`src/rtl/input_port_ctrl.sv`:
```
// input_port_ctrl: synchronises and debounces the ENTER key, then serves the switch word to the CPU IN instruction.
// Optional macro INPUT_SIGN_EXT_EN selects sign extension of the captured word (default: zero extension).
`default_nettype none

module input_port_ctrl #(
   parameter int DATA_W          = 17,
   parameter int OUT_W           = 32,
   parameter int SYNC_STAGES     = 2,
   parameter int DEBOUNCE_CYCLES = 500000
) (
   input  logic              clk,
   input  logic              rst_n,
   input  logic [DATA_W-1:0] sw_data,
   input  logic              key_n,
   input  logic              in_req,
   output logic [OUT_W-1:0]  in_data,
   output logic              in_ack,
   output logic              in_stall,
   output logic              waiting
);

   localparam int CNT_W = (DEBOUNCE_CYCLES > 1) ? $clog2(DEBOUNCE_CYCLES) : 1;
   localparam logic [CNT_W-1:0] CNT_LAST = CNT_W'(DEBOUNCE_CYCLES - 1);

   typedef enum logic [1:0] {
      IDLE     = 2'd0,
      ARMED    = 2'd1,
      ACK      = 2'd2,
      WAIT_REL = 2'd3
   } state_t;

   logic [SYNC_STAGES-1:0]             r_key_sync;
   logic [SYNC_STAGES-1:0][DATA_W-1:0] r_sw_sync;
   logic                               r_key_db;
   logic [CNT_W-1:0]                   r_cnt;
   logic                               r_press;
   state_t                             r_state;
   logic [OUT_W-1:0]                   r_data;
   logic                               r_ack;
   logic                               r_waiting;

   logic                               w_key_s;
   logic [DATA_W-1:0]                  w_sw_s;
   logic [OUT_W-1:0]                   w_ext;

   always_ff @(posedge clk or negedge rst_n) begin
      if (!rst_n) begin
         r_key_sync <= '1;
         r_sw_sync  <= '0;
      end else begin
         r_key_sync <= {r_key_sync[SYNC_STAGES-2:0], key_n};
         r_sw_sync  <= {r_sw_sync[SYNC_STAGES-2:0], sw_data};
      end
   end

   assign w_key_s = r_key_sync[SYNC_STAGES-1];
   assign w_sw_s  = r_sw_sync[SYNC_STAGES-1];

   // Level flips only after DEBOUNCE_CYCLES consecutive disagreeing samples; any agreement restarts the count.
   always_ff @(posedge clk or negedge rst_n) begin
      if (!rst_n) begin
         r_key_db <= 1'b1;
         r_cnt    <= '0;
         r_press  <= 1'b0;
      end else begin
         r_press <= 1'b0;
         if (w_key_s == r_key_db) begin
            r_cnt <= '0;
         end else if (r_cnt == CNT_LAST) begin
            r_key_db <= w_key_s;
            r_cnt    <= '0;
            r_press  <= ~w_key_s;
         end else begin
            r_cnt <= r_cnt + 1'b1;
         end
      end
   end

`ifdef INPUT_SIGN_EXT_EN
   assign w_ext = {{(OUT_W-DATA_W){w_sw_s[DATA_W-1]}}, w_sw_s};
`else
   assign w_ext = {{(OUT_W-DATA_W){1'b0}}, w_sw_s};
`endif

   always_ff @(posedge clk or negedge rst_n) begin
      if (!rst_n) begin
         r_state   <= IDLE;
         r_data    <= '0;
         r_ack     <= 1'b0;
         r_waiting <= 1'b0;
      end else begin
         r_ack     <= 1'b0;
         r_waiting <= 1'b0;
         case (r_state)
            IDLE: begin
               if (in_req) begin
                  r_state   <= ARMED;
                  r_waiting <= 1'b1;
               end
            end
            ARMED: begin
               if (!in_req) begin
                  r_state <= IDLE;
               end else if (r_press) begin
                  r_state <= ACK;
                  r_data  <= w_ext;
                  r_ack   <= 1'b1;
               end else begin
                  r_waiting <= 1'b1;
               end
            end
            ACK: begin
               r_state <= WAIT_REL;
            end
            // Hold here until release so one press cannot satisfy a second IN.
            WAIT_REL: begin
               if (r_key_db) begin
                  r_state <= IDLE;
               end
            end
            default: begin
               r_state <= IDLE;
            end
         endcase
      end
   end

   assign in_data  = r_data;
   assign in_ack   = r_ack;
   assign waiting  = r_waiting;
   assign in_stall = in_req & ~r_ack;

endmodule

`default_nettype wire

```
`config.mk`:
```
export PLATFORM = sky130hd
export DESIGN_NAME = input_port_ctrl
export DESIGN_NICKNAME = d
export VERILOG_FILES = /design/src/rtl/input_port_ctrl.sv
export SDC_FILE = /design/constraint.sdc
export NUM_CORES = 1
export LEC_CHECK = 0
export ABC_AREA = 0
export BUFFER_PORTS_ARGS = -buffer_cell sky130_fd_sc_hd__buf_4
export CAP_MARGIN = 0
export CORE_MARGIN = 2
export CORE_UTILIZATION = 55
export CTS_BUF_LIST = sky130_fd_sc_hd__clkbuf_4 sky130_fd_sc_hd__clkbuf_8
export DETAILED_ROUTE_END_ITERATION = 12
export PLACE_DENSITY = 0.85
export SYNTH_ARGS = -nofsm -noshare
export SYNTH_HDL_FRONTEND = slang
export SYNTH_SLANG_ARGS = --single-unit
export TNS_END_PERCENT = 5
```
`constraint.sdc`:
```
create_clock -name clk -period 3.1 [get_ports clk]
set_clock_uncertainty 0.1 [all_clocks]
set_input_delay 0.775 -clock clk [delete_from_list [all_inputs] [get_ports clk]]
set_output_delay 0.775 -clock clk [all_outputs]
set_load 0.005 [all_outputs]
```
* Yosys cells after proc, flatten, opt, wreduce, memory -nomap -nowiden
Index checks and enable logic that the tools add are counted.
** Storage, ports and cells
- Word-level logic and storage cells :: 43
- Flip-flop bits (word level) :: 78
- Bits of input ports :: 21
- Memory bits (writable) :: 0
- Memory bits (read-only) :: 0
- Memories kept :: 0
- Latch bits :: 0
- Output and inout bits :: 35
** Operators by class
- Reductions and logical operators :: 4
- Muxes and demuxes :: 16
- Bitwise logic cells :: 4
- Shift operators :: 0
- Divide/modulo/power cells :: 0
- Eq/ne operators :: 8
- Order comparisons :: 0
- Multiply operators :: 0
- Add/sub/neg operators :: 1
** Operators by type and width (count)
- 19-bit 2-to-1 mux :: 2
- 19-bit by 1-bit adder with 19-bit output (second input constant) :: 1
- 19-bit equality test (second input constant) :: 1
- 1-bit 2-to-1 mux :: 8
- 2-bit 2-to-1 mux :: 4
- 2-bit one-hot mux with 4 select lines :: 1
- 3-bit AND reduction :: 2
- 2-bit equality test (second input constant) :: 2
- 2-bit != test (second input constant) :: 2
- 3-bit != test (second input constant) :: 1
- 1-bit inverter :: 3
- 2-bit by 1-bit equality test with 1-bit output (second input constant) :: 1
- 2-bit logical NOT :: 1
- 1-bit one-hot mux with 2 select lines :: 1
- 2-bit AND reduction :: 1
- 1-bit AND :: 1
- 1-bit equality test :: 1

* Longest topological paths before layout
Gate-level depths: netlist of run 1.
- Word-level depth :: 3
- Gate-level depth with buffers :: 5
- Mapped depth without buffers :: 5

* Worst setup path before layout of run 1
OpenSTA, ideal clock, no wires.
- Kind :: register -> register
- Start :: reg r_cnt[12]
- End :: reg r_key_db
- Library setup time :: 0.082 ns
- Slack :: 1.207 ns
- Data required time :: 2.918 ns
- Arrival time :: 1.711 ns
- Cell stages (with the launch flop) :: 5
- Path buffers :: 0
- Period minus slack after synthesis :: 1.893 ns
- Cell sequence :: dfrtp_1 nor4_2 nand4_2 or4_4 mux2_4
** On the way
- Cells in the longest elaborated chain, start to end :: 2
** Ends and longest elaborated chain
- start, declared :: line 35 : logic [CNT_W-1:0] r_cnt;
- start signal, assigned :: line 74 : r_cnt <= r_cnt + 1'b1;
- 19-bit equality test :: line 69 : end else if (r_cnt == CNT_LAST) begin
- 2-bit AND reduction (no line)
- end signal, assigned :: line 70 : r_key_db <= w_key_s;
- end, declared :: line 34 : logic r_key_db;
Every way passes these cells.
A chain may end at the register's enable or synchronous reset.

* Worst setup path after layout of run 1
- Start :: reg r_cnt[0]
- End :: reg r_cnt[16]
** On the way
- Cells in the longest elaborated chain, start to end :: 3
- Elaborated cells between the ends (all ways) :: 4
- Classes of those cells :: 1 x add/sub; 1 x eq/ne; 2 x mux
** Ends and longest elaborated chain
- 19-bit by 1-bit adder with 19-bit output or 19-bit equality test (tied branches) :: line 74, 69
- 19-bit 2-to-1 mux * :: line 69
- 19-bit 2-to-1 mux * :: line 67 : if (w_key_s == r_key_db) begin
Every way passes the cells marked *; elsewhere a longest branch is shown, timed or not.

==> results of run 1 <==
==> routing by layer <==
layer	track usage	wire length [um]
met5	0	0
met4	0.08727	68
met3	0.07227	226
met2	0.3239	2715
met1	0.2504	2031
==> cells by family after synthesis <==
group                    share of synthesized area
AO/OA/AOI/OAI                              0.01913
XOR/XNOR                                   0.04870
adder cells (fa/ha/maj)                   0.004347
buffers and inverters                      0.04869
flip-flops                                  0.6796
multiplexers                               0.01261
other                                     0.001303
AND/OR/NAND/NOR                             0.1857
==> synth_stat cells (all sizes together) <==
master / instances
dfrtp: 75
nand2: 58
nor2: 19
buf: 16
xnor2: 14
nand3: 7
nand4: 6
nor3: 5
nor4: 5
a21oi: 4
dfstp: 3
inv: 3
clkbuf: 2
mux2: 2
or2: 2
or4: 2
xor2: 2
and2: 1
and3: 1
clkinv: 1
conb: 1
ha: 1
mux2i: 1
nand2b: 1
nand3b: 1
nand4b: 1
nor2b: 1
nor3b: 1
nor4bb: 1
o31ai: 1
o41ai: 1
==> critical path: stages, from the launching register on <==
cell and delay, ns:
sky130_fd_sc_hd__dfrtp_1 0.41, sky130_fd_sc_hd__ha_1 0.26, sky130_fd_sc_hd__nand4_2 0.26, sky130_fd_sc_hd__o41ai_4 0.85, sky130_fd_sc_hd__nor2_1 0.12
==> worst max path at each step <==
stage / from / endpoint / cells past startpoint
detailed placement: r_cnt[12]$_DFF_PN0_ / r_cnt[16]$_DFF_PN0_ / 4
global placement: r_cnt[12]$_DFF_PN0_ / r_cnt[15]$_DFF_PN0_ / 4
CTS: r_cnt[0]$_DFF_PN0_ / r_cnt[16]$_DFF_PN0_ / 4
floorplan: r_cnt[12]$_DFF_PN0_ / r_key_db$_DFFE_PN1P_ / 4
finish: r_cnt[0]$_DFF_PN0_ / r_cnt[16]$_DFF_PN0_ / 4
global route: r_cnt[0]$_DFF_PN0_ / r_cnt[13]$_DFF_PN0_ / 4
==> state kept, by name (all words and copies together) (netlist names), named ones only <==
signal	cells
r_state	1
in_ack	1
w_sw_s	17
in_data	17
waiting	1
r_key_sync	2
r_sw_sync	17
r_key_db	1
r_cnt	19
r_press	1
==> power by group <==
part / leakage [nW] / switching, W / internal, W
Clock: 0.0993 / 0.000365 / 0.000398
Combinational: 0.556 / 0.0000333 / 0.0000219
Sequential: 0.988 / 0.0000119 / 0.00104
==> per-stage QoR <==
stage / hold slack, ns / setup slack, ns / instances / area, um^2
4_1_cts: 0.2522 / 0.9233 / 362 / 3406
6_report: 0.2528 / 0.9339 / 362 / 3406
5_1_grt: 0.2610 / 0.6871 / 362 / 3406
2_1_floorplan: 0.2312 / 1.207 / 253 / 2930
3_3_place_gp: 0.2316 / 1.049 / 346 / 3201
3_5_place_dp: 0.2355 / 0.9368 / 346 / 3201
==> cell usage in the layout (no fill, tap or decap), types with 2 or more instances in the layout <==
cell / n
sky130_fd_sc_hd__clkbuf_8: 10
sky130_fd_sc_hd__nand4_2: 2
sky130_fd_sc_hd__nor3_1: 5
sky130_fd_sc_hd__conb_1: 15
sky130_fd_sc_hd__nor2_1: 19
sky130_fd_sc_hd__nor4_2: 2
sky130_fd_sc_hd__nand2_1: 58
sky130_fd_sc_hd__dfstp_2: 3
sky130_fd_sc_hd__nand4_1: 4
sky130_fd_sc_hd__nand3_1: 7
sky130_fd_sc_hd__a21oi_1: 4
sky130_fd_sc_hd__clkinvlp_4: 2
sky130_fd_sc_hd__nor4_1: 3
sky130_fd_sc_hd__xor2_1: 2
sky130_fd_sc_hd__inv_1: 3
sky130_fd_sc_hd__dfrtp_1: 75
sky130_fd_sc_hd__xnor2_1: 14
sky130_fd_sc_hd__buf_4: 41
sky130_fd_sc_hd__inv_6: 2
==> cell type report <==
type,instances,area share
sequential,78,0.5742
multi-input combinational,153,0.2450
clock buffer,10,0.04041
timing repair buffer,41,0.09037
inverter,4,0.004409
tap,70,0.02572
clock inverter,6,0.01984
==> impl_table.tex, run 1 <==
\begin{tabular}{lr}
\hline
Metric & Value \\
\hline
\multicolumn{2}{l}{\textbf{Timing}} \\
Achievable clock frequency & 0.4617 GHz \\
Total Neg Setup Slack & 0 ns \\
Number of setup violations in the final report & 0 \\
Ratio of final minimum period to clock period & 0.6987 \\
Final Hold Fails & 0 \\
Final Max Tran Viols & 0 \\
Slew HR & 0.4005 \\
Fin crit period & between 2 and 2.5 ns \\
Unrepaired setup endpoints after global routing & false \\
Transition time at the pin with the least slew margin & $\sim$0.90 ns \\
\multicolumn{2}{l}{\textbf{Finish}} \\
Multi-input gate area in the final layout & 834.6 um\^{}2 \\
Proportion of layout cells with a drive suffix above 1 & 0.2397 \\
Area taken by flip-flops and latches & roughly 2000 um\^{}2 \\
Final Net Count & just over 300 \\
Layout filler cell count & between 300 and 400 \\
Synth-to-layout area growth & 18.35\% \\
Number of diodes added for antenna fixing & 0 \\
Fraction of the core area covered by cells at the end of the flow & 0.6711 \\
\multicolumn{2}{l}{\textbf{Logic synthesis}} \\
Largest cells by area after synthesis & sky130\_fd\_sc\_hd\_\_dfrtp\_1 (65\%), sky130\_fd\_sc\_hd\_\_nand2\_1 (7.6\%), sky130\_fd\_sc\_hd\_\_xnor2\_1 (4.3\%), sky130\_fd\_sc\_hd\_\_buf\_4 (3.9\%), sky130\_fd\_sc\_hd\_\_dfstp\_2 (2.7\%) \\
Count of state elements after synthesis & 78 \\
Cell count after synthesis & approximately 240 \\
Synth Cell Area & $\sim$2900 um\^{}2 \\
Distinct cells, synth & 37 \\
Sequential element share of the synthesized area & 0.6796 \\
Post-Synthesis Mean Instance Area & 12.04 um\^{}2 \\
Area fraction of the dominant cell type after synthesis & 0.6522 \\
Yosys warns & 0 \\
Cell type with the highest aggregate area in the netlist & sky130\_fd\_sc\_hd\_\_dfrtp\_1 \\
\multicolumn{2}{l}{\textbf{Floorplan}} \\
Floorplan Core Area & 5075 um\^{}2 \\
Count of standard-cell rows & 26 \\
Effective utilization at floorplan & 0.5671 \\
DIE AREA & 5827 um\^{}2 \\
Die width & $\sim$76 um \\
Boundary pin count & 56 \\
Die span in y & approximately 76 um \\
\multicolumn{2}{l}{\textbf{Worst hold path}} \\
Min-delay worst type & flip-flop to flip-flop \\
Beginning of the worst hold path & r\_sw\_sync[5]\$\_DFF\_PN0\_ \\
Hold endpoint & w\_sw\_s[5]\$\_DFF\_PN0\_ \\
Hold Path Stages & 0 \\
\multicolumn{2}{l}{\textbf{Global routing}} \\
First-pass GRT wire length & approximately 8600 um \\
Gr ovfl total & 0 \\
Initial antenna violation count & 0 \\
Tot GR Track Use & 0.2023 \\
Vias in the first global route & 1766 \\
Largest net degree at the start of global routing & 79 \\
\multicolumn{2}{l}{\textbf{Clock tree}} \\
Worst-Skew Late Latency & 0.35 ns \\
Maximum buffer depth of the clock tree & 2 \\
CTS tree & yes \\
Clock transition at path regs & roughly 0.08 ns \\
Number of sinks handled by clock tree synthesis & between 70 and 80 \\
Library cell used as clock root buffer & sky130\_fd\_sc\_hd\_\_clkbuf\_8 \\
Number of instances resized during post-cts repair & 0 \\
Number of buffers inserted for hold repair after clock tree synthesis & 0 \\
CTS HTree Levels & 3 \\
Clock buffers created by TritonCTS & 9 \\
Total setup buffers inserted after CTS & 0 \\
\multicolumn{2}{l}{\textbf{Setup path}} \\
WS Path Type & flip-flop to flip-flop \\
Sort of element at the start of the critical path & flip-flop \\
Critical Path Sink Type & flip-flop \\
Critical R2R Capture & r\_cnt[16]\$\_DFF\_PN0\_ \\
Largest fanout on the critical path & 16 \\
Required time of the critical path & about 3.2 ns \\
R2R Setup Slk & 0.93 ns \\
Worst r2r src & r\_cnt[0]\$\_DFF\_PN0\_ \\
Data arrival at the endpoint of the critical path & 2.26 ns \\
Depth of the worst register-to-register path & 4 \\
\multicolumn{2}{l}{\textbf{Placed design}} \\
HPWL after detailed placement & about 3400 um \\
Port bufs & 40 \\
Final estimated routing congestion in global placement & $\sim$0.86 \\
\multicolumn{2}{l}{\textbf{Detailed routing}} \\
Number of nets with antenna violations after routing & 0 \\
Average wire per cell in the routed design & 13.93 um \\
Final routed DRC violation total & 0 \\
Number of search-and-repair iterations in the first detailed-routing pass & 4 \\
Via-to-Cell Ratio & 4.914 \\
DRT iter0 DRCs & 164 \\
Via count of the routed design & between 1.5k and 2k \\
Final WL & between 5000 and 6000 um \\
\multicolumn{2}{l}{\textbf{Power}} \\
Leakage power & approximately 1.6 nW \\
Areal power density over the cells & around 550 nW/um\^{}2 \\
Overall power after layout & 0.001875 W \\
Largest vdd supply drop & 0.4087 mV \\
\multicolumn{2}{l}{\textbf{Job}} \\
Max-cap viol count & 0 \\
\multicolumn{2}{l}{\textbf{Run status}} \\
Outcome & finished clean \\
\hline
\end{tabular}
No activity file was read; power rests on OpenSTA's default activity.
==> inputs of run 2 (changes only) <==
--- a/config.mk
+++ b/config.mk
@@ -9,10 +9,10 @@
 export BUFFER_PORTS_ARGS = -buffer_cell sky130_fd_sc_hd__buf_4
 export CAP_MARGIN = 0
 export CORE_MARGIN = 2
-export CORE_UTILIZATION = 55
+export CORE_UTILIZATION = 51
 export CTS_BUF_LIST = sky130_fd_sc_hd__clkbuf_4 sky130_fd_sc_hd__clkbuf_8
 export DETAILED_ROUTE_END_ITERATION = 12
-export PLACE_DENSITY = 0.85
+export PLACE_DENSITY = 0.83
 export SYNTH_ARGS = -nofsm -noshare
 export SYNTH_HDL_FRONTEND = slang
 export SYNTH_SLANG_ARGS = --single-unit
==> constraint.sdc (replaced) <==
create_clock -name clk -period 1.7 [get_ports clk]
set_clock_uncertainty 0.1 [all_clocks]
set_input_delay 0.425 -clock clk [delete_from_list [all_inputs] [get_ports clk]]
set_output_delay 0.425 -clock clk [all_outputs]
set_load 0.005 [all_outputs]
==> run 2 against run 1 <==
The run now ends with setup timing left. Global-route usage fell by 0.84 points. Clock power rose by 95%. Count of clock-buffer cells in the layout rose by 1.
==> impl_table.tex, run 2 (same netlist as run 1, synthesis figures left out) <==
\begin{tabular}{lr}
\hline
Metric & Value \\
\hline
\multicolumn{2}{l}{\textbf{Floorplan}} \\
Floorplan Core Area & 5473 um\^{}2 (was 5075 um\^{}2) \\
Boundary pin count & 56 (unchanged) \\
Count of standard-cell rows & 27 (was 26) \\
DIE AREA & 6259 um\^{}2 (was 5827 um\^{}2) \\
Die span in y & 79.12 um (was 76.34 um) \\
Die width & 79.12 um (was 76.34 um) \\
Effective utilization at floorplan & 0.5258 (was 0.5671) \\
\multicolumn{2}{l}{\textbf{Power}} \\
Leakage power & 1.825 nW (was 1.643 nW) \\
Fraction of power consumed by sequential logic & 0.543 (was 0.563) \\
Clock share of power & 0.420 (was 0.407) \\
Switching portion of total power & 0.2019 (was 0.2190) \\
Combinational group share of total power & 0.037 (was 0.029) \\
Overall power after layout & 0.003545 W (was 0.001875 W) \\
Net switching power figure & 0.0007158 W (was 0.0004107 W) \\
Cell Int Power & 0.002829 W (was 0.001464 W) \\
Largest vdd supply drop & 0.5703 mV (was 0.4087 mV) \\
Areal power density over the cells & 956.1 nW/um\^{}2 (was 550.5 nW/um\^{}2) \\
\multicolumn{2}{l}{\textbf{Clock tree}} \\
Clock transition at path regs & 0.08 ns (about the same) \\
CTS tree & yes (unchanged) \\
Number of sinks handled by clock tree synthesis & 78 (unchanged) \\
Library cell used as clock root buffer & sky130\_fd\_sc\_hd\_\_clkbuf\_8 (unchanged) \\
Maximum buffer depth of the clock tree & 2 (unchanged) \\
CTS HTree Levels & 3 (unchanged) \\
Worst-Skew Late Latency & 0.33 ns (was 0.35 ns) \\
Clock buffers created by TritonCTS & 9 (unchanged) \\
\multicolumn{2}{l}{\textbf{Detailed routing}} \\
Average wire per cell in the routed design & 14.11 um (was 13.93 um) \\
Via-to-Cell Ratio & 4.850 (was 4.914) \\
Via count of the routed design & 1906 (was 1779) \\
Number of nets with antenna violations after routing & 0 (unchanged) \\
DRT iter0 DRCs & 92 (was 164) \\
Final routed DRC violation total & 0 (unchanged) \\
Number of search-and-repair iterations in the first detailed-routing pass & 4 (unchanged) \\
Final WL & 5545 um (was 5041 um) \\
\multicolumn{2}{l}{\textbf{Global routing}} \\
Initial antenna violation count & 0 (unchanged) \\
Vias in the first global route & 1962 (was 1766) \\
Gr ovfl total & 0 (unchanged) \\
Largest net degree at the start of global routing & 28 (was 79) \\
Tot GR Track Use & 0.1939 (was 0.2023) \\
First-pass GRT wire length & 9059 um (was 8604 um) \\
\multicolumn{2}{l}{\textbf{Setup path}} \\
Sort of element at the start of the critical path & flip-flop (unchanged) \\
R2R Setup Slk & -0.09 ns (was 0.93 ns) \\
Largest fanout on the critical path & 4 (was 16) \\
WS Path Type & flip-flop to flip-flop (unchanged) \\
Critical R2R Capture & r\_cnt[18]\$\_DFF\_PN0\_ (was r\_cnt[16]\$\_DFF\_PN0\_) \\
Data arrival at the endpoint of the critical path & 1.95 ns (was 2.26 ns) \\
Depth of the worst register-to-register path & 5 (was 4) \\
Required time of the critical path & 1.86 ns (was 3.19 ns) \\
Critical Path Sink Type & flip-flop (unchanged) \\
Critical Path Sink & r\_cnt[18]\$\_DFF\_PN0\_ (was r\_cnt[16]\$\_DFF\_PN0\_) \\
Worst setup path startpoint & r\_cnt[11]\$\_DFF\_PN0\_ (was r\_cnt[0]\$\_DFF\_PN0\_) \\
Worst r2r src & r\_cnt[11]\$\_DFF\_PN0\_ (was r\_cnt[0]\$\_DFF\_PN0\_) \\
\multicolumn{2}{l}{\textbf{Run status}} \\
Outcome & complete, but fails checks (was finished clean) \\
Violations in the final reports & setup timing \\
\multicolumn{2}{l}{\textbf{Timing}} \\
Final Hold Fails & 0 (unchanged) \\
Number of setup violations in the final report & 19 (was 0) \\
Fin crit period & 1.792 ns (was 2.166 ns) \\
Achievable clock frequency & 0.5580 GHz (was 0.4617 GHz) \\
Final critical-path setup slack & -0.09225 ns (was 0.9339 ns) \\
Final Max Tran Viols & 0 (unchanged) \\
Total Neg Setup Slack & -0.5245 ns (was 0 ns) \\
Ratio of final minimum period to clock period & 1.054 (was 0.6987) \\
Unrepaired setup endpoints after global routing & true (was false) \\
\multicolumn{2}{l}{\textbf{Finish}} \\
Proportion of layout cells with a drive suffix above 1 & 0.3146 (was 0.2397) \\
Finished Layout Cells & 393 (was 362) \\
Most frequent cells in the layout & sky130\_fd\_sc\_hd\_\_dfrtp\_1 (73), sky130\_fd\_sc\_hd\_\_buf\_4 (66), sky130\_fd\_sc\_hd\_\_nand2\_1 (58), sky130\_fd\_sc\_hd\_\_nor2\_1 (19), sky130\_fd\_sc\_hd\_\_conb\_1 (15) (was sky130\_fd\_sc\_hd\_\_dfrtp\_1 (75), sky130\_fd\_sc\_hd\_\_nand2\_1 (58), sky130\_fd\_sc\_hd\_\_buf\_4 (41), sky130\_fd\_sc\_hd\_\_nor2\_1 (19), sky130\_fd\_sc\_hd\_\_conb\_1 (15)) \\
Layout filler cell count & 393 (was 386) \\
Fin area & 3707 um\^{}2 (was 3406 um\^{}2) \\
Max FFs per register & 19 (unchanged) \\
Synth-to-layout area growth & 28.83\% (was 18.35\%) \\
Final Net Count & 338 (was 309) \\
Leading cell type in the layout, fill and taps excluded & sky130\_fd\_sc\_hd\_\_dfrtp\_1 (unchanged) \\
Number of diodes added for antenna fixing & 0 (unchanged) \\
Top register by number of flip-flops & r\_cnt (unchanged) \\
\multicolumn{2}{l}{\textbf{Placed design}} \\
Port bufs & 40 (unchanged) \\
HPWL after detailed placement & 3619 um (was 3394 um) \\
Standard cell area after detailed placement & 3462 um\^{}2 (was 3201 um\^{}2) \\
Cell count after placement & 376 (was 346) \\
Worst setup slack before clock tree synthesis & -0.05552 ns (was 0.9368 ns) \\
Final estimated routing congestion in global placement & 0.8502 (was 0.8612) \\
\multicolumn{2}{l}{\textbf{Job}} \\
Max-cap viol count & 0 (unchanged) \\
\multicolumn{2}{l}{\textbf{Worst hold path}} \\
Min-delay worst type & primary input to flip-flop (was flip-flop to flip-flop) \\
Beginning of the worst hold path & sw\_data[11] (was r\_sw\_sync[5]\$\_DFF\_PN0\_) \\
\hline
\end{tabular}
[run 2: repair_timing]
action	in CTS	in global routing
setup endpoints to repair	20	20
resized for setup	1	4
pin swaps	3	3
hold buffers	1	0
hold endpoints to repair	22	0
cloned	0	0
setup buffers	0	0
[run 2: layer usage]
layer  vias to the layer above  track usage  wire length, um  part of all wire
met2                        62       0.3263             2957              0.53
met3                        10      0.05568              241             0.043
met5                         -            0                0                 0
met1                       932       0.2351             2255              0.41
met4                         0      0.08103               90             0.016
li1                        902            -                -                 -
[run 2: how the worst min path moves through the flow]
stage                                       to  depth (start not counted)  slack (ns)
floorplan           asynchronous set/reset pin                          0        0.03
CTS                    r_sw_sync[10]$_DFF_PN0_                          1        0.07
finish                 r_sw_sync[11]$_DFF_PN0_                          1        0.09
detailed placement        w_sw_s[15]$_DFF_PN0_                          0        0.24
global placement           w_sw_s[7]$_DFF_PN0_                          0        0.23
global route           r_sw_sync[15]$_DFF_PN0_                          1        0.06
[run 2: final cells by class]
| type | instances | area (um^2) | share of cell area |
|---|---|---|---|
| multi-input cells | 153 | 867.1 | 0.2339 |
| clock buffers | 11 | 138.9 | 0.03746 |
| repair buffers | 70 | 556.8 | 0.1502 |
| flip-flops and latches | 78 | 1958 | 0.5282 |
| inverters | 4 | 15.01 | 0.004050 |
| clock inverters | 5 | 81.33 | 0.02194 |
| well taps | 72 | 90.09 | 0.02430 |
[run 2: per-stage QoR]
step	util	hold slack, ns
2_1_floorplan	-	0.02941
3_3_place_gp	0.6326	0.2316
3_5_place_dp	0.6326	0.2355
4_1_cts	0.6754	0.07353
5_1_grt	0.6774	0.06481
6_report	0.6774	0.08879
[run 2: power groups by stage]
| stage | clock network [W] | logic [W] | registers (W) |
|---|---|---|---|
| after floorplan | 0 | 0.0000543 | 0.00196 |
| after global placement | 0 | 0.000127 | 0.00196 |
| after detailed placement | 0 | 0.000130 | 0.00196 |
| after CTS | 0.00153 | 0.000134 | 0.00193 |
| after global routing | 0.00162 | 0.000149 | 0.00193 |
| final | 0.00149 | 0.000130 | 0.00193 |
[run 2: worst max-delay path: stages (launching register included)]
cell and delay, ns:
sky130_fd_sc_hd__dfrtp_1 0.38, sky130_fd_sc_hd__buf_4 0.13, sky130_fd_sc_hd__nand4_1 0.20, sky130_fd_sc_hd__or2_1 0.30
sky130_fd_sc_hd__or4_1 0.48, sky130_fd_sc_hd__a21oi_1 0.14
==> inputs of run 3 (changes only) <==
--- a/config.mk
+++ b/config.mk
@@ -9,10 +9,10 @@
 export BUFFER_PORTS_ARGS = -buffer_cell sky130_fd_sc_hd__buf_4
 export CAP_MARGIN = 0
 export CORE_MARGIN = 2
-export CORE_UTILIZATION = 51
+export CORE_UTILIZATION = 30
 export CTS_BUF_LIST = sky130_fd_sc_hd__clkbuf_4 sky130_fd_sc_hd__clkbuf_8
 export DETAILED_ROUTE_END_ITERATION = 12
-export PLACE_DENSITY = 0.83
+export PLACE_DENSITY = 0.55
 export SYNTH_ARGS = -nofsm -noshare
 export SYNTH_HDL_FRONTEND = slang
 export SYNTH_SLANG_ARGS = --single-unit
==> run 3 against run 2 <==
Sequential power barely moved. Non-clock buffer count rose by 5. Setup slack better by 0.025 ns. Via count decreased by 0.94%. Cell area increased by 3.5%. Count of clock-buffer cells in the layout fell by 1. Hold slack barely moved. Maximum frequency rose by 1.4%. First-iteration DRC count down 35%. The run still ends with setup timing left. Global-route usage down 8.2 points.
==> impl_table.tex, run 3 (same netlist as run 1, synthesis figures left out) <==
\begin{tabular}{lr}
\hline
Metric & Value \\
\hline
\multicolumn{2}{l}{\textbf{Run status}} \\
Outcome & complete, but fails checks (unchanged) \\
Violations in the final reports & setup timing (unchanged) \\
\multicolumn{2}{l}{\textbf{Floorplan}} \\
Die width & 101.9 um (was 79.12 um) \\
DIE AREA & 10390 um\^{}2 (was 6259 um\^{}2) \\
Effective utilization at floorplan & 0.3100 (was 0.5258) \\
Die span in y & 101.9 um (was 79.12 um) \\
Count of standard-cell rows & 35 (was 27) \\
Floorplan Core Area & 9284 um\^{}2 (was 5473 um\^{}2) \\
Boundary pin count & 56 (unchanged) \\
\multicolumn{2}{l}{\textbf{Global routing}} \\
Gr ovfl total & 0 (unchanged) \\
Tot GR Track Use & 0.1120 (was 0.1939) \\
Initial antenna violation count & 0 (unchanged) \\
Vias in the first global route & 1951 (was 1962) \\
Largest net degree at the start of global routing & 39 (was 28) \\
First-pass GRT wire length & 8963 um (was 9059 um) \\
\multicolumn{2}{l}{\textbf{Finish}} \\
Multi-input gate area in the final layout & 873.3 um\^{}2 (was 867.1 um\^{}2) \\
Proportion of layout cells with a drive suffix above 1 & 0.3292 (was 0.3146) \\
Most frequent cells in the layout & sky130\_fd\_sc\_hd\_\_dfrtp\_1 (72), sky130\_fd\_sc\_hd\_\_buf\_4 (71), sky130\_fd\_sc\_hd\_\_nand2\_1 (58), sky130\_fd\_sc\_hd\_\_nor2\_1 (19), sky130\_fd\_sc\_hd\_\_conb\_1 (15) (was sky130\_fd\_sc\_hd\_\_dfrtp\_1 (73), sky130\_fd\_sc\_hd\_\_buf\_4 (66), sky130\_fd\_sc\_hd\_\_nand2\_1 (58), sky130\_fd\_sc\_hd\_\_nor2\_1 (19), sky130\_fd\_sc\_hd\_\_conb\_1 (15)) \\
Final Net Count & 343 (was 338) \\
Finished Layout Cells & 454 (was 393) \\
Top register by number of flip-flops & r\_cnt (unchanged) \\
Max FFs per register & 19 (unchanged) \\
Synth-to-layout area growth & 33.39\% (was 28.83\%) \\
Layout filler cell count & 876 (was 393) \\
Area taken by flip-flops and latches & 1959 um\^{}2 (was 1958 um\^{}2) \\
Number of diodes added for antenna fixing & 0 (unchanged) \\
Leading cell type in the layout, fill and taps excluded & sky130\_fd\_sc\_hd\_\_dfrtp\_1 (unchanged) \\
Fraction of the core area covered by cells at the end of the flow & 0.4135 (was 0.6774) \\
\multicolumn{2}{l}{\textbf{Power}} \\
Largest vdd supply drop & 0.5549 mV (was 0.5703 mV) \\
Leakage power & 1.852 nW (was 1.825 nW) \\
Areal power density over the cells & 965.5 nW/um\^{}2 (was 956.1 nW/um\^{}2) \\
\multicolumn{2}{l}{\textbf{Clock tree}} \\
CTS HTree Levels & 3 (unchanged) \\
Maximum buffer depth of the clock tree & 2 (unchanged) \\
Number of sinks handled by clock tree synthesis & 78 (unchanged) \\
Clock buffers created by TritonCTS & 9 (unchanged) \\
Worst-Skew Late Latency & 0.34 ns (was 0.33 ns) \\
CTS tree & yes (unchanged) \\
Library cell used as clock root buffer & sky130\_fd\_sc\_hd\_\_clkbuf\_8 (unchanged) \\
Clock transition at path regs & 0.08 ns (about the same) \\
\multicolumn{2}{l}{\textbf{Job}} \\
Max-cap viol count & 0 (unchanged) \\
\multicolumn{2}{l}{\textbf{Detailed routing}} \\
Final routed DRC violation total & 0 (unchanged) \\
Via-to-Cell Ratio & 4.159 (was 4.850) \\
Number of search-and-repair iterations in the first detailed-routing pass & 4 (unchanged) \\
Number of nets with antenna violations after routing & 0 (unchanged) \\
DRT iter0 DRCs & 60 (was 92) \\
Via count of the routed design & 1888 (was 1906) \\
Average wire per cell in the routed design & 11.43 um (was 14.11 um) \\
Final WL & 5188 um (was 5545 um) \\
\multicolumn{2}{l}{\textbf{Setup path}} \\
Largest fanout on the critical path & 4 (unchanged) \\
Worst r2r src & r\_cnt[7]\$\_DFF\_PN0\_ (was r\_cnt[11]\$\_DFF\_PN0\_) \\
Required time of the critical path & 1.87 ns (was 1.86 ns) \\
Worst setup path startpoint & r\_cnt[7]\$\_DFF\_PN0\_ (was r\_cnt[11]\$\_DFF\_PN0\_) \\
Data arrival at the endpoint of the critical path & 1.93 ns (was 1.95 ns) \\
Sort of element at the start of the critical path & flip-flop (unchanged) \\
Critical Path Sink Type & flip-flop (unchanged) \\
WS Path Type & flip-flop to flip-flop (unchanged) \\
\multicolumn{2}{l}{\textbf{Placed design}} \\
Worst setup slack before clock tree synthesis & -0.04191 ns (was -0.05552 ns) \\
Final estimated routing congestion in global placement & 0.7688 (was 0.8502) \\
Cell count after placement & 436 (was 376) \\
Port bufs & 40 (unchanged) \\
HPWL after detailed placement & 3705 um (was 3619 um) \\
\multicolumn{2}{l}{\textbf{Timing}} \\
Achievable clock frequency & 0.5659 GHz (was 0.5580 GHz) \\
Number of setup violations in the final report & 18 (was 19) \\
Final Max Tran Viols & 0 (unchanged) \\
Unrepaired setup endpoints after global routing & true (unchanged) \\
Fin crit period & 1.767 ns (was 1.792 ns) \\
Hold\_ws & 0.08888 ns (was 0.08879 ns) \\
Final Hold Fails & 0 (unchanged) \\
Ratio of final minimum period to clock period & 1.039 (was 1.054) \\
Total Neg Setup Slack & -0.4259 ns (was -0.5245 ns) \\
Final critical-path setup slack & -0.06701 ns (was -0.09225 ns) \\
\multicolumn{2}{l}{\textbf{Worst hold path}} \\
Min-delay worst type & primary input to flip-flop (unchanged) \\
Beginning of the worst hold path & sw\_data[14] (was sw\_data[11]) \\
\hline
\end{tabular}
==> run 3: cell types whose count changed in the layout (fill, tap and decap cells not counted), sizes merged <==
cell,before,now
clkinv,2,1
clkbuf,11,10
bufinv,2,3
buf,69,74
==> run 3: through the flow <==
stage / cell area, um^2 / power, W
final: 3839 / 0.003706
after global routing: 3839 / 0.003872
after CTS: 3797 / 0.003768
after detailed placement: 3543 / 0.002097
after global placement: 3543 / 0.002095
after floorplan: 2954 / 0.002013
==> run 3: power breakdown <==
part / switching (W) / internal [W] / total (W)
clock: 0.000633 / 0.00101 / 0.00165
combinational: 0.0000699 / 0.0000651 / 0.000135
sequential: 0.0000200 / 0.00191 / 0.00193
total: 0.000723 / 0.00298 / 0.00371
==> run 3: layout make-up <==
class / count / share of cell area
Timing Repair Buffer: 75 / 0.1525
Inverter: 4 / 0.003911
Clock inverter: 5 / 0.02771
Tap cell: 129 / 0.04205
Clock buffer: 10 / 0.03585
Multi-Input combinational cell: 153 / 0.2275
Sequential cell: 78 / 0.5104
==> run 3: timing repair <==
action | CTS | global route
gates resized for setup | 1 | 7
setup buffers | 0 | 2
pin swaps | 1 | 8
hold buffers | 1 | 0
setup endpoints to repair | 12 | 20
endpoints found under the hold margin | 23 | 0
==> run 3: final timing paths <==
kind / endpoint / slack (ns) / cells past startpoint
worst max-delay path: r_key_db$_DFFE_PN1P_ / -0.07 / 4
worst min-delay path: r_sw_sync[14]$_DFF_PN0_ / 0.09 / 1
worst max register to register: r_key_db$_DFFE_PN1P_ / -0.07 / 4
worst min register to register: w_sw_s[15]$_DFF_PN0_ / 0.25 / 0
max in group asynchronous: r_cnt[10]$_DFF_PN0_ / 0.54 / 3
min in group asynchronous: r_cnt[5]$_DFF_PN0_ / 0.45 / 2
==> run 3: metal layers <==
metal,GRT usage,wire length [um],vias to the layer above
met3,0.03078,222,6
met2,0.1781,2487,47
met1,0.1414,2399,924
met5,0,0,-
li1,-,-,911
met4,0.05538,78,0
==> run 3: critical path, cell delays in order (launching register included) <==
cell,delay (ns)
sky130_fd_sc_hd__dfrtp_1,0.39
sky130_fd_sc_hd__nor4_2,0.29
sky130_fd_sc_hd__nand4_2,0.14
sky130_fd_sc_hd__or4_4,0.46
sky130_fd_sc_hd__mux2_4,0.31
